$ cat src/rtl/npc_ctrl_if.sv
// npc_ctrl_if: memory, decoder and status signals between the sequencer and the core.
interface npc_ctrl_if;
    logic        imem_req;
    logic [31:0] imem_addr;
    logic        imem_rvalid;
    logic [31:0] imem_rdata;
    logic [31:0] inst;
    logic        dec_load;
    logic        dec_store;
    logic        dec_ebreak;
    logic        dec_illegal;
    logic        dec_wen;
    logic [31:0] next_pc;
    logic        dmem_req;
    logic        dmem_we;
    logic        dmem_ack;
    logic [31:0] pc;
    logic        reg_wen;
    logic [31:0] instret;
    logic        halt;
    logic        trap;
    logic [1:0]  trap_cause;
    modport master (
        output imem_req, imem_addr, inst, dmem_req, dmem_we, pc, reg_wen, instret, halt, trap, trap_cause,
        input  imem_rvalid, imem_rdata, dec_load, dec_store, dec_ebreak, dec_illegal, dec_wen, next_pc, dmem_ack
    );
    modport slave (
        input  imem_req, imem_addr, inst, dmem_req, dmem_we, pc, reg_wen, instret, halt, trap, trap_cause,
        output imem_rvalid, imem_rdata, dec_load, dec_store, dec_ebreak, dec_illegal, dec_wen, next_pc, dmem_ack
    );
endinterface

$ cat src/rtl/npc_ctrl.sv
// npc_ctrl: multi-cycle fetch/decode/mem/writeback sequencer owning pc, reg_wen gating and instret.
module npc_ctrl #(
    parameter logic [31:0] RESET_PC    = 32'h8000_0000,
    parameter int          MEM_TIMEOUT = 255
) (
    input logic       clk,
    input logic       rst,
    npc_ctrl_if.master bus
);
    typedef enum logic [2:0] {IDLE, FETCH, DECODE, MEM, WB, HALT, TRAP} state_t;
    localparam logic [7:0] TO_LAST = 8'(MEM_TIMEOUT - 1);
    state_t      state;
    logic [31:0] pc, inst, instret;
    logic [7:0]  wcnt;
    logic [1:0]  cause;
    logic        we, wen, bad, reg_wen;
    logic        aligned, timeout;
    assign aligned = bus.next_pc[1:0] == 2'b00;
    assign timeout = wcnt == TO_LAST;
    // Alignment is judged as WB is entered so reg_wen can be a clean register.
    always_ff @(posedge clk or posedge rst) begin
        if (rst) begin
            state   <= IDLE;
            pc      <= RESET_PC;
            inst    <= '0;
            instret <= '0;
            wcnt    <= '0;
            cause   <= '0;
            we      <= 1'b0;
            wen     <= 1'b0;
            bad     <= 1'b0;
            reg_wen <= 1'b0;
        end else begin
            reg_wen <= 1'b0;
            wcnt    <= '0;
            case (state)
                IDLE: state <= FETCH;
                FETCH: begin
                    if (bus.imem_rvalid) begin
                        inst  <= bus.imem_rdata;
                        state <= DECODE;
                    end else if (timeout) begin
                        state <= TRAP;
                        cause <= 2'd3;
                    end else wcnt <= wcnt + 8'd1;
                end
                DECODE: begin
                    we  <= bus.dec_store;
                    wen <= bus.dec_wen & ~bus.dec_store;
                    if (bus.dec_illegal) begin
                        state <= TRAP;
                        cause <= 2'd1;
                    end else if (bus.dec_ebreak) state <= HALT;
                    else if (bus.dec_load | bus.dec_store) state <= MEM;
                    else begin
                        state   <= WB;
                        bad     <= ~aligned;
                        reg_wen <= bus.dec_wen & aligned;
                    end
                end
                MEM: begin
                    if (bus.dmem_ack) begin
                        state   <= WB;
                        bad     <= ~aligned;
                        reg_wen <= wen & aligned;
                    end else if (timeout) begin
                        state <= TRAP;
                        cause <= 2'd3;
                    end else wcnt <= wcnt + 8'd1;
                end
                WB: begin
                    if (bad) begin
                        state <= TRAP;
                        cause <= 2'd2;
                    end else begin
                        pc      <= bus.next_pc;
                        instret <= instret + 32'd1;
                        state   <= FETCH;
                    end
                end
                default: ;
            endcase
        end
    end
    assign bus.imem_req   = state == FETCH;
    assign bus.imem_addr  = pc;
    assign bus.inst       = inst;
    assign bus.dmem_req   = state == MEM;
    assign bus.dmem_we    = (state == MEM) & we;
    assign bus.pc         = pc;
    assign bus.reg_wen    = reg_wen;
    assign bus.instret    = instret;
    assign bus.halt       = state == HALT;
    assign bus.trap       = state == TRAP;
    assign bus.trap_cause = cause;
endmodule

$ cat src/flat_wrapper.sv
// flat-port wrapper written by rule: the top's interface ports become plain ports
module npc_ctrl_flat 
#(
    parameter logic [31:0] RESET_PC    = 32'h8000_0000,
    parameter int          MEM_TIMEOUT = 255
)
  (clk, rst, bus_imem_req, bus_imem_addr, bus_inst, bus_dmem_req, bus_dmem_we, bus_pc, bus_reg_wen, bus_instret, bus_halt, bus_trap, bus_trap_cause, bus_imem_rvalid, bus_imem_rdata, bus_dec_load, bus_dec_store, bus_dec_ebreak, bus_dec_illegal, bus_dec_wen, bus_next_pc, bus_dmem_ack);
  npc_ctrl_if bus_i ();
  input logic clk;
  input logic rst;
  output wire logic [$bits(bus_i.imem_req)-1:0] bus_imem_req;
  output wire logic [$bits(bus_i.imem_addr)-1:0] bus_imem_addr;
  output wire logic [$bits(bus_i.inst)-1:0] bus_inst;
  output wire logic [$bits(bus_i.dmem_req)-1:0] bus_dmem_req;
  output wire logic [$bits(bus_i.dmem_we)-1:0] bus_dmem_we;
  output wire logic [$bits(bus_i.pc)-1:0] bus_pc;
  output wire logic [$bits(bus_i.reg_wen)-1:0] bus_reg_wen;
  output wire logic [$bits(bus_i.instret)-1:0] bus_instret;
  output wire logic [$bits(bus_i.halt)-1:0] bus_halt;
  output wire logic [$bits(bus_i.trap)-1:0] bus_trap;
  output wire logic [$bits(bus_i.trap_cause)-1:0] bus_trap_cause;
  input wire logic [$bits(bus_i.imem_rvalid)-1:0] bus_imem_rvalid;
  input wire logic [$bits(bus_i.imem_rdata)-1:0] bus_imem_rdata;
  input wire logic [$bits(bus_i.dec_load)-1:0] bus_dec_load;
  input wire logic [$bits(bus_i.dec_store)-1:0] bus_dec_store;
  input wire logic [$bits(bus_i.dec_ebreak)-1:0] bus_dec_ebreak;
  input wire logic [$bits(bus_i.dec_illegal)-1:0] bus_dec_illegal;
  input wire logic [$bits(bus_i.dec_wen)-1:0] bus_dec_wen;
  input wire logic [$bits(bus_i.next_pc)-1:0] bus_next_pc;
  input wire logic [$bits(bus_i.dmem_ack)-1:0] bus_dmem_ack;
  assign bus_imem_req = bus_i.imem_req;
  assign bus_imem_addr = bus_i.imem_addr;
  assign bus_inst = bus_i.inst;
  assign bus_dmem_req = bus_i.dmem_req;
  assign bus_dmem_we = bus_i.dmem_we;
  assign bus_pc = bus_i.pc;
  assign bus_reg_wen = bus_i.reg_wen;
  assign bus_instret = bus_i.instret;
  assign bus_halt = bus_i.halt;
  assign bus_trap = bus_i.trap;
  assign bus_trap_cause = bus_i.trap_cause;
  assign bus_i.imem_rvalid = bus_imem_rvalid;
  assign bus_i.imem_rdata = bus_imem_rdata;
  assign bus_i.dec_load = bus_dec_load;
  assign bus_i.dec_store = bus_dec_store;
  assign bus_i.dec_ebreak = bus_dec_ebreak;
  assign bus_i.dec_illegal = bus_dec_illegal;
  assign bus_i.dec_wen = bus_dec_wen;
  assign bus_i.next_pc = bus_next_pc;
  assign bus_i.dmem_ack = bus_dmem_ack;
  npc_ctrl #(.RESET_PC(RESET_PC), .MEM_TIMEOUT(MEM_TIMEOUT)) u_core (.clk(clk), .rst(rst), .bus(bus_i));
endmodule
$ cat config.mk
export PLATFORM = sky130hd
export DESIGN_NAME = npc_ctrl_flat
export DESIGN_NICKNAME = d
export VERILOG_FILES = /design/src/rtl/npc_ctrl_if.sv /design/src/rtl/npc_ctrl.sv /design/src/flat_wrapper.sv
export SDC_FILE = /design/constraint.sdc
export NUM_CORES = 1
export LEC_CHECK = 0
export BUFFER_PORTS_ARGS = -buffer_cell sky130_fd_sc_hd__buf_2
export CAP_MARGIN = 20
export CELL_PAD_IN_SITES_DETAIL_PLACEMENT = 1
export CELL_PAD_IN_SITES_GLOBAL_PLACEMENT = 1
export CORE_MARGIN = 3
export CORE_UTILIZATION = 37
export DETAILED_ROUTE_END_ITERATION = 8
export PLACE_DENSITY_LB_ADDON = 0.1
export SLEW_MARGIN = 25
export SYNTH_ARGS = -nofsm -noshare
export SYNTH_HDL_FRONTEND = slang
export SYNTH_SLANG_ARGS = --single-unit
$ cat constraint.sdc
create_clock -name clk -period 4.3 [get_ports clk]
set_clock_uncertainty 0.15 [all_clocks]
set_input_delay 0 -clock clk [delete_from_list [all_inputs] [get_ports clk]]
set_output_delay 0 -clock clk [all_outputs]
set_load 0.05 [all_outputs]
# --- Word-level counts from Yosys, hierarchy flattened ---
# Cells that the tools add are included.
word_totals:
  regBits: 113
  elab_cells: 72
classes:
  n_eq_ne: 15
  bitwise_logic: 8
  reduce_logical: 9
  n_mux: 28
  addsub: 2
op_table:
  columns: ["operator", "count"]
  rows:
  - ["adder 32 x 1 -> 32 bit (second input constant)", 1]
  - ["2-to-1 mux 8 bit", 3]
  - ["2-to-1 mux 3 bit", 7]
  - ["one-hot mux 8 bit (2 select lines)", 1]
  - ["one-hot mux 3 bit (5 select lines)", 1]
  - ["inequality test 2 bit (second input constant)", 6]
  - ["2-to-1 mux 2 bit", 5]
  - ["AND reduction 5 bit", 2]
  - ["equality test 3 bit (second input constant)", 3]
  - ["adder 8 x 1 -> 8 bit (second input constant)", 1]
  - ["equality test 8 bit (second input constant)", 1]
  - ["2-to-1 mux 1 bit", 8]
  - ["one-hot mux 2 bit (4 select lines)", 1]
  - ["equality test 3 x 2 -> 1 bit (second input constant)", 2]
  - ["nonzero test 5 bit", 1]
  - ["bitwise AND 1 bit", 4]
  - ["inequality test 2 x 1 -> 1 bit (second input constant)", 2]
  - ["one-hot mux 1 bit (2 select lines)", 2]
  - ["AND reduction 2 bit", 2]
  - ["nonzero test 4 bit", 1]
  - ["equality test 3 x 1 -> 1 bit (second input constant)", 1]
  - ["logical NOT 3 bit", 1]
  - ["inverter 1 bit", 3]
  - ["logical NOT 2 bit", 1]
  - ["other kinds (2)", 2]

# --- Depth between registers and ports, before layout ---
depth:
  depth_word: 6
  mapped_depth: 7

# --- Least setup slack after synthesis ---
# OpenSTA, ideal clock, no wires.
synth_path:
  kind: "reg2reg"
  startpoint: "register u_core.state[1]"
  endpoint: "register u_core.inst[19] (netlist: u_core.bus.inst[19])"
  synth_period_minus_slack_ns: 2.559
  setup_slack_ns: 1.741
  t_arrival_ns: 2.285
  path_buffers: 3
  path_stages_with_launch: 8
  path_cell_list: "dfrtp_1 -> buf_6 -> nor2b_1 -> nor2b_1 -> and2_1 -> buf_2 -> buf_2 -> mux2_2"
synth_via:
  elab_chain_cells: 2
synth_rtl:
  columns: ["element", "line", "source"]
  rows:
  - ["start: declaration", "npc_ctrl.sv:12", "state_t state;"]
  - ["start signal: assignment", "npc_ctrl.sv:23", "state <= IDLE;"]
  - ["start signal: assignment", "npc_ctrl.sv:37", "IDLE: state <= FETCH;"]
  - ["start signal: assignment", "npc_ctrl.sv:41", "state <= DECODE;"]
  - ["equality test 3 x 1 -> 1 bit", null, null]
  - ["named net bus_imem_req", "flat_wrapper.sv:11", "output wire logic [$bits(bus_i.imem_req)-1:0] bus_imem_req;"]
  - ["AND reduction 2 bit (no line)", null, null]
  - ["end signal: assignment", "npc_ctrl.sv:40", "inst <= bus.imem_rdata;"]
  - ["end: declaration", "npc_ctrl.sv:13", "logic [31:0] pc, inst, instret;"]
# The timed path passes the listed nets, and every way through them passes these cells.
# A chain may end at the register's enable or synchronous reset.

# --- Worst setup path after layout ---
layout_path:
  startpoint: "register u_core.state[1]"
  endpoint: "register u_core.reg_wen (netlist: u_core.bus.reg_wen)"
layout_via:
  elab_chain_cells: 2
layout_rtl:
  columns: ["element", "line", "source"]
  rows:
  - ["equality test 3 x 2 -> 1 bit", "npc_ctrl.sv:36", "case (state)"]
  - ["one-hot mux 1 bit (2 select lines) *", "npc_ctrl.sv:36", null]
  - ["end signal: assignment", "npc_ctrl.sv:58", "reg_wen <= bus.dec_wen & aligned;"]
  - ["end signal: assignment", "npc_ctrl.sv:65", "reg_wen <= wen & aligned;"]
  - ["end: declaration", "npc_ctrl.sv:16", "logic we, wen, bad, reg_wen;"]
# Mark *: on every way between the ends. The rest lies on a longest branch, timed or not.

==> flow_summary.ini <==
[outcome]
status = finished clean

[power]
seqPwrFrac_pct = 39.8
p_comb_share_pct = 16.1
swShare_pct = 28.0
power.internal_mw = 2.10
pwr-share-clk_pct = 44.1
p_leak_nw = 3.96
power_mw = 2.92
power_density_mw_per_mm2 = 400
irDropWorstVdd_uv = 292
switchingPower_mw = 0.818

[final_layout]
n_fill_cell = 1376
syn_to_final_growth_pct = 45.2
register_area_mm2 = 0.00283
drive_gt1_share_pct = 47.0
final_cell_area_mm2 = 0.00731
multi_input_area_mm2 = 0.00185
num-nets-final = 728

[timing]
finalHoldViolations = 0
maxSlewViolCount = 0
setup_viol_count_final = 0
rsz0062_at_grt = false
worst_pin_slew_ns = 0.891
fmax_ghz = 0.335
final.setup.tns_ns = 0
relSlewSlack_pct = 40.6
period_share_pct = 69.5
timing.final.crit_period_ns = 2.99

[setup_path]
path_max_fanout = 16
critPathArrivalTime_ns = 3.18
cp-end-kind = flop
crit_type = flop to flop
start_kind = flop
required_ns = 4.49

[run]
drv_cap = 0

[global_route]
track_usage_pct = 19.5
antenna_found_initial = 1
grt_pass1_wl_mm = 22.7
grt_max_degree = 75
grt_pass1_vias = 4328
overflow = 0

[route]
wl_met2_mm = 7.06
finalWirelength_mm = 14.3
detail-route-antenna-nets = 0
via_per_inst = 4.72
wl_per_cell_um = 17.1
topRoutingLayerUsed = met4
wl_met1_mm = 5.97
vias = 3950
drc = 0
drtPass1Iterations = 4
drt-initial-drc-count = 98
dr_wl_met3_mm = 1.01

[yosys]
syn_area_mm2 = 0.00503
synth_cells = 393
async_flop_share_pct = 100
yosysTopAreaCell = dfrtp_1
ys_top_cells_by_count = dfrtp_1 (112), mux2_2 (65), buf_4 (33), xnor2_1 (29), nor2_1 (20)
synth_area_leaders = dfrtp_1 (56%), mux2_2 (15%), xnor2_1 (5.0%)
synth_flop_cell = dfrtp_1
ys_seq_area_share_pct = 56.2
ys_ff_latch = 113
syn_nets = 469
synth.most_common_cell = dfrtp_1
yosysTopAreaCellShare_pct = 55.7
ys_types = 45
yosys_warnings = 0
synth_edf_count = 0
syn_area_per_cell_um2 = 12.8

[floorplanning]
die_y_um = 123
std_cell_rows = 41
ios = 209
fp.dieW_um = 123
start_util_pct = 38.8
dieArea_mm2 = 0.0150
coreArea_mm2 = 0.0130

[placement]
dp_hpwl_mm = 9.72
io_buffers = 208
placed_area_mm2 = 0.00599
gp_congestion = 0.762

[clock_tree]
cts_tree = done
clk_latency_ns = 0.41
htreeDepth = 4
clk_path_buf_depth = 2
clk_pin_slew_ns = 0.05
numCtsBuffers = 17
cts_sinks = 113
root_buffer = clkbuf_16

[worst_hold_path]
hp-class = primary input to flop
-- through the flow --
step	worst slack, ns	instances	hold slack [ns]	util, %
2_1_floorplan	1.16	393	-0.0187	-
3_3_place_gp	1.77	729	0.0742	46.1
3_5_place_dp	1.70	729	0.0785	46.1
4_1_cts	1.33	836	0.0368	56.3
5_1_grt	1.01	837	0.0693	56.3
6_report	1.31	837	0.0625	56.3
-- layer usage --
layer	vias to the layer above	global-route usage (%)
met5	-	0
met4	0	7.49
met3	25	5.81
met2	150	33.6
met1	1930	23.0
li1	1845	-
-- power groups by stage --
stage | logic [mW] | registers [mW] | clock network [mW]
4_1_cts | 0.471 | 1.16 | 1.32
2_1_floorplan | 0.196 | 1.30 | 0
3_5_place_dp | 0.418 | 1.18 | 0
5_1_grt | 0.496 | 1.17 | 1.37
3_3_place_gp | 0.414 | 1.17 | 0
6_report | 0.469 | 1.16 | 1.29
-- cells by family after synthesis --
logic type	count (synthesis)	synth area share, %
flops	113	56.2
simple gates	100	12.1
mux	67	15.0
buf+inv	55	7.08
xor+xnor	38	6.61
compound gates	17	2.26
fa+ha+maj	3	0.746
-- cell usage in the layout (no fill, tap or decap), types with 2 or more instances in the layout --
cell	count
clkbuf_1	3
nand4_1	9
mux2_2	65
xor2_1	9
dfrtp_1	112
nand2_1	14
buf_4	3
o21ai_0	4
and2_1	6
inv_1	7
a21oi_1	4
clkinv_2	3
xnor2_1	29
ha_1	3
nor2b_1	4
nand3_1	16
nor3_1	4
nor2_1	20
o22ai_1	2
and4_1	3
nand4_4	2
nand3b_1	2
dlygate4sd3_1	76
clkbuf_16	17
buf_2	208
and3_1	8
nor4b_1	2
clkbuf_8	7
-- state kept, by name (all words and copies together) (netlist names) --
name	flops
u_core.bad	1
u_core.bus.imem_addr	32
u_core.bus.inst	32
u_core.bus.instret	32
u_core.bus.reg_wen	1
u_core.bus.trap_cause	2
u_core.state	3
u_core.wcnt	8
u_core.we	1
u_core.wen	1
-- final timing paths --
path	slack [ns]	startpoint	cells past startpoint	endpoint
setup / recovery	1.31	u_core.state[1]	6	u_core.bus.reg_wen
hold / removal	0.06	bus_imem_rvalid	4	u_core.bus.trap_cause[0]
setup reg to reg	1.31	u_core.state[1]	6	u_core.bus.reg_wen
hold reg to reg	0.33	u_core.bus.instret[29]	1	u_core.bus.instret[29]
max in group asynchronous	2.73	rst	4	u_core.bus.instret[0]
min in group asynchronous	0.21	rst	3	u_core.bus.inst[6]
-- worst max-delay path, cell delays in order, from the launching register on --
cell           delay (ns)
dfrtp_1              0.66
nand2_1              0.29
nor4b_1              0.45
nand2_1              0.10
dlygate4sd3_1        0.57
a21oi_1              0.14
dlygate4sd3_1        0.56
-- cell type report --
type | count | area share [%]
antenna | 1 | 0.0342
clock buffer | 27 | 7.29
clock inverter | 4 | 0.308
inverter | 8 | 0.445
multi-input combinational | 225 | 25.3
sequential | 113 | 38.7
tap | 172 | 2.95
timing repair buffer | 287 | 25.0
-- what timing repair did --
item / in CTS / in global routing
gates resized for setup: 0 / 0
buffers inserted: 0 / 0
endpoints found under the hold margin: 145 / 0
hold buffers: 76 / 0
endpoints found under the setup margin: 0 / 0
Power figures use the tool's default switching activity.
